--- config.mk ---
export PLATFORM = sky130hd
export DESIGN_NAME = dmem_req_stage
export DESIGN_NICKNAME = d
export VERILOG_FILES = /design/src/rtl/dmem_req_stage.sv
export SDC_FILE = /design/constraint.sdc
export NUM_CORES = 1
export LEC_CHECK = 0
export ABC_CLOCK_PERIOD_IN_PS = 4100
export CELL_PAD_IN_SITES_DETAIL_PLACEMENT = 1
export CELL_PAD_IN_SITES_GLOBAL_PLACEMENT = 2
export CORE_MARGIN = 3
export CORE_UTILIZATION = 24
export DETAILED_ROUTE_END_ITERATION = 8
export PLACE_DENSITY = 0.94
export SYNTH_ARGS = -nofsm -noshare
export SYNTH_HDL_FRONTEND = slang
export SYNTH_SLANG_ARGS = --single-unit
export TNS_END_PERCENT = 50
--- constraint.sdc ---
create_clock -name clk -period 4.1 [get_ports clk]
set_input_delay 0.615 -clock clk [delete_from_list [all_inputs] [get_ports clk]]
set_output_delay 0.615 -clock clk [all_outputs]
set_load 0.005 [all_outputs]
--- src/rtl/dmem_req_stage.sv ---
// Data-memory request stage: captures a load/store, issues it on AXI-lite AW/W/AR and hands it to MEM.
// Optional build macro MISALIGN_CHECK_EN turns misaligned LH/LHU/SH/LW/SW into exceptions instead of issuing them.
module dmem_req_stage (
  input  logic        clk,
  input  logic        reset_n,
  input  logic        valid_in,
  output logic        ready_out,
  input  logic        flush_in,
  output logic        valid_out,
  input  logic        ready_in,
  input  logic [31:0] PC_in,
  input  logic        load_in,
  input  logic        store_in,
  input  logic [2:0]  mem_op_in,
  input  logic [31:0] addr_in,
  input  logic [31:0] wdata_in,
  input  logic        exc_pend_in,
  input  logic [31:0] exc_cause_in,
  output logic [31:0] PC_out,
  output logic        load_out,
  output logic        store_out,
  output logic [2:0]  mem_op_out,
  output logic        exc_pend_out,
  output logic [31:0] exc_cause_out,
  output logic [31:0] dmem_axi_awaddr,
  output logic        dmem_axi_awvalid,
  input  logic        dmem_axi_awready,
  output logic [31:0] dmem_axi_wdata,
  output logic [3:0]  dmem_axi_wstrb,
  output logic        dmem_axi_wvalid,
  input  logic        dmem_axi_wready,
  output logic [31:0] dmem_axi_araddr,
  output logic        dmem_axi_arvalid,
  input  logic        dmem_axi_arready,
  input  logic        dmem_axi_bvalid,
  input  logic        dmem_axi_rvalid,
  output logic        bready_drain,
  output logic        rready_drain
);

  // state | meaning
  // IDLE  | empty, accepting a request
  // ISSUE | AW/W/AR channels outstanding
  // HOLD  | request presented to MEM (valid_out)
  // DRAIN | flushed access: finish channels, swallow the response
  localparam logic [1:0] ST_IDLE  = 2'd0;
  localparam logic [1:0] ST_ISSUE = 2'd1;
  localparam logic [1:0] ST_HOLD  = 2'd2;
  localparam logic [1:0] ST_DRAIN = 2'd3;

  logic [1:0]  state, state_nxt;
  logic        aw_pend, w_pend, ar_pend;
  logic        acc_q;
  logic [31:0] addr_q;
  logic        capture;
  logic        misalign;
  logic        exc_new;
  logic        acc_new;
  logic [31:0] cause_new;
  logic [3:0]  strb_new;
  logic [31:0] wdata_new;
  logic        pend_left;
  logic        any_pend;
  logic        drain_done;

  assign ready_out = (state == ST_IDLE) || ((state == ST_HOLD) && ready_in);
  assign capture   = valid_in && ready_out && !flush_in;
  assign valid_out = (state == ST_HOLD);

  assign dmem_axi_awvalid = aw_pend;
  assign dmem_axi_wvalid  = w_pend;
  assign dmem_axi_arvalid = ar_pend;
  assign dmem_axi_awaddr  = addr_q;
  assign dmem_axi_araddr  = addr_q;

`ifdef MISALIGN_CHECK_EN
  assign misalign = (load_in || store_in) &&
                    (((mem_op_in[1:0] == 2'b01) && addr_in[0]) ||
                     ((mem_op_in[1:0] == 2'b10) && (addr_in[1:0] != 2'b00)));
`else
  assign misalign = 1'b0;
`endif

  assign exc_new = exc_pend_in || misalign;
  assign acc_new = (load_in || store_in) && !exc_new;

  always_comb begin
    cause_new = 32'd0;
    if (exc_pend_in)   cause_new = exc_cause_in;
    else if (misalign) cause_new = store_in ? 32'd6 : 32'd4;
  end

  always_comb begin
    strb_new = 4'b0000;
    if (store_in && acc_new) begin
      case (mem_op_in[1:0])
        2'b00:   strb_new = 4'b0001 << addr_in[1:0];
        2'b01:   strb_new = 4'b0011 << addr_in[1:0];
        default: strb_new = 4'b1111;
      endcase
    end
  end

  assign wdata_new = wdata_in << {addr_in[1:0], 3'b000};

  // channels still waiting after this cycle's handshakes
  assign pend_left  = (aw_pend && !dmem_axi_awready) || (w_pend && !dmem_axi_wready) ||
                      (ar_pend && !dmem_axi_arready);
  assign any_pend   = aw_pend || w_pend || ar_pend;
  assign drain_done = (!store_out || dmem_axi_bvalid) && (!load_out || dmem_axi_rvalid);

  assign bready_drain = (state == ST_DRAIN) && !any_pend && store_out;
  assign rready_drain = (state == ST_DRAIN) && !any_pend && load_out;

  always_comb begin
    state_nxt = state;
    case (state)
      ST_IDLE: begin
        if (capture) state_nxt = acc_new ? ST_ISSUE : ST_HOLD;
      end
      ST_ISSUE: begin
        if (flush_in)        state_nxt = ST_DRAIN;
        else if (!pend_left) state_nxt = ST_HOLD;
      end
      ST_HOLD: begin
        if (flush_in)     state_nxt = acc_q ? ST_DRAIN : ST_IDLE;
        else if (capture) state_nxt = acc_new ? ST_ISSUE : ST_HOLD;
        else if (ready_in) state_nxt = ST_IDLE;
      end
      default: begin
        if (!any_pend && drain_done) state_nxt = ST_IDLE;
      end
    endcase
  end

  always_ff @(posedge clk or negedge reset_n) begin
    if (!reset_n) begin
      state          <= ST_IDLE;
      aw_pend        <= 1'b0;
      w_pend         <= 1'b0;
      ar_pend        <= 1'b0;
      acc_q          <= 1'b0;
      addr_q         <= 32'd0;
      dmem_axi_wdata <= 32'd0;
      dmem_axi_wstrb <= 4'd0;
      PC_out         <= 32'd0;
      load_out       <= 1'b0;
      store_out      <= 1'b0;
      mem_op_out     <= 3'd0;
      exc_pend_out   <= 1'b0;
      exc_cause_out  <= 32'd0;
    end else begin
      state <= state_nxt;
      if (capture) begin
        aw_pend        <= acc_new && store_in;
        w_pend         <= acc_new && store_in;
        ar_pend        <= acc_new && load_in;
        acc_q          <= acc_new;
        addr_q         <= addr_in;
        dmem_axi_wdata <= wdata_new;
        dmem_axi_wstrb <= strb_new;
        PC_out         <= PC_in;
        load_out       <= load_in;
        store_out      <= store_in;
        mem_op_out     <= mem_op_in;
        exc_pend_out   <= exc_new;
        exc_cause_out  <= cause_new;
      end else if ((state == ST_ISSUE) || (state == ST_DRAIN)) begin
        if (dmem_axi_awready) aw_pend <= 1'b0;
        if (dmem_axi_wready)  w_pend  <= 1'b0;
        if (dmem_axi_arready) ar_pend <= 1'b0;
      end
    end
  end

endmodule
==> impl_metrics.json <==
{
  "ys_ff_latch": 144,
  "num_vias": 5851,
  "finalSetupTns_ps": 0,
  "setup_slack_ps": 1445,
  "grt_pass1_wl_mm": 34.94,
  "hold_class": "primary input to asynchronous set/reset pin",
  "synth_area_per_cell_um2": 8.995,
  "synth_edf_count": 0,
  "routabilityCongestion": 0.7452,
  "rsz0062_at_grt": "no",
  "cts_hold_buf": 0,
  "synth_area_um2": 6377,
  "p_leak_nw": 4.670,
  "core_area_um2": 26060,
  "register_area_um2": 3603,
  "grt.total_usage_pct": 15.34,
  "async_reset_ff_share_pct": 100.0,
  "fin_skew_ps": 10.78,
  "overflow": 0,
  "ios": 321,
  "maxSlewHeadroom_pct": 41.79,
  "drt_iter0_markers": 271,
  "post_cts_buffers": 0,
  "synthFlopType": "dfrtp_1",
  "cp_data_arrival_time_ps": 2040,
  "post_dp_cell_area_um2": 9617,
  "hold_viol": 0,
  "period_needed_ps": 2655,
  "critical_path_class": "primary input to primary output",
  "wl_per_cell_um": 16.77,
  "r2r_start": "state[0]",
  "postLayoutCellArea_um2": 10180,
  "rows": 59,
  "yosys_warnings": 0,
  "layout_commonest_cell": "clkdlybuf4s50_1",
  "power.density_nw_per_um2": 647.5,
  "post-place-ws_ps": 1374,
  "cts_tree": "built",
  "cts.sinks": 144,
  "postRouteAntennaNets": 0,
  "finalSetupViolCount": 0,
  "critPathMaxFanout": 4,
  "post_cts.resized_instances": 0,
  "cts_buffers": 17,
  "worst_slew_pin_slew_ps": 870.0,
  "cts_max_level": 4,
  "initial_core_util_pct": 24.47,
  "dp_hpwl_mm": 16.17,
  "final_nets": 1126,
  "crit_path_end_kind": "primary output",
  "fmaxAchievable_mhz": 376.7,
  "io_buffers": 320,
  "dieArea_um2": 28560,
  "vdd_drop_max_v": 0.0002757,
  "clock_latency_ps": 400,
  "cts_root_buffer": "clkbuf_16",
  "viasPerCell": 4.399,
  "drv_slew": 0,
  "cp_data_required_time_ps": 3480,
  "r2r_cells": 4,
  "grt_max_degree": 117,
  "status": "finished, final reports clean",
  "drv_cap": 0,
  "final_cell_mix": "clkdlybuf4s50_1 (317), nand2_1 (309), dfrtp_1 (144)",
  "r2r_slack_ps": 1990,
  "grt_pass1_vias": 6236,
  "multi_input_area_um2": 2288,
  "yosysSeqAreaShare_pct": 56.50,
  "antenna_found_initial": 0,
  "dieHeight_um": 169.0,
  "syn2layout_area_growth_pct": 59.64,
  "drt-total-wl_mm": 22.30,
  "path_clk_slew_ps": 60,
  "postSynthNetCount": 853,
  "die_width_um": 169.0,
  "drc": 0,
  "netlist_instances": 709,
  "r2r-end": "dmem_axi_wdata[15]",
  "antenna_cells": 0,
  "ctsLongestPathBuffers": 2,
  "drive_gt1_share_pct": 5.427,
  "first_pass_iters": 4,
  "final.period_utilization_pct": 64.74,
  "setup.worst_path.start_class": "primary input",
  "n_fill_cell": 3005,
  "ys_types": 36
}
[cells in the mapped netlist (2+ instances only)]
| cell | n | area (um2) |
|---|---|---|
| nand3_1 | 45 | 225.2 |
| nor2_1 | 14 | 52.55 |
| a211oi_1 | 8 | 60.06 |
| a21oi_1 | 18 | 90.09 |
| buf_2 | 21 | 105.1 |
| dfrtp_1 | 144 | 3603 |
| inv_1 | 7 | 26.28 |
| o31ai_1 | 8 | 60.06 |
| buf_4 | 40 | 300.3 |
| nand2b_1 | 6 | 37.54 |
| and3_1 | 2 | 12.51 |
| clkbuf_1 | 10 | 37.54 |
| nand2_1 | 309 | 1160 |
| nand3b_1 | 2 | 15.01 |
| mux2i_1 | 16 | 160.2 |
| mux2_2 | 8 | 90.09 |
| o21ai_0 | 17 | 85.08 |
| buf_6 | 3 | 33.78 |
| or2_0 | 2 | 12.51 |
| o21a_1 | 2 | 15.01 |
| nor2b_1 | 9 | 56.30 |
| nor3_1 | 4 | 20.02 |
[registers in the layout, indices dropped and copies added (netlist names), 2 cells and up]
name             flops
PC_out              32
dmem_axi_araddr     32
dmem_axi_wdata      32
exc_cause_out       32
dmem_axi_wstrb       4
mem_op_out           3
state                2
[critical path, stage by stage]
cell and delay, ps:
clkdlybuf4s50_1 490, nand2b_1 230, and2_1 150, clkdlybuf4s50_1 550
[report_power, final]
part	internal (mW)	switching [mW]
Combinational	1.65	1.03
Sequential	2.01	0.392
Clock	0.875	0.638
Total	4.53	2.06
[per-layer routing]
| layer | wire length [um] | track usage [%] |
|---|---|---|
| met4 | 291 | 3.458 |
| met1 | 9353 | 18.76 |
| met2 | 10610 | 25.75 |
| met5 | 0 | 0 |
| met3 | 2044 | 5.932 |
[cells by family (layout without fill, tap and decap cells)]
kind of cell | Yosys count | count (layout) | synth area share [%]
and+or+nand+nor | 398 | 398 | 25.52
buffers and inverters | 81 | 367 | 7.887
muxes | 24 | 24 | 3.924
AOI/OAI and AO/OA | 62 | 62 | 6.161
DFF | 144 | 144 | 56.50
[final cells by class]
type / count / area share (%)
well taps: 335 / 4.117
inverters: 7 / 0.2581
repair buffers: 328 / 32.21
flip-flops and latches: 144 / 35.39
multi-input cells: 484 / 22.48
clock inverters: 11 / 1.020
clock buffers: 21 / 4.523
[stage by stage]
stage                     hold WS [ps]  instances  util [%]  total power, mW
after global placement           448.1       1298     36.90            5.077
after detailed placement         456.1       1298     36.90            5.165
after floorplan                  319.4        709         -            3.377
final                            267.1       1330     39.07            6.592
after global routing             314.5       1330     39.07            7.072
after CTS                        293.7       1330     39.07            6.727
[worst max-delay path by stage]
stage / cells after the start / to / slack [ps] / startpoint
global route: 4 / ready_out / 1380 / ready_in
detailed placement: 5 / dmem_axi_wdata[15] / 1370 / flush_in
CTS: 4 / ready_out / 1430 / ready_in
global placement: 4 / ready_out / 1440 / ready_in
finish: 4 / ready_out / 1450 / ready_in
floorplan: 6 / dmem_axi_wdata[25] / 2440 / addr_in[0]
Power figures use the tool's default switching activity.
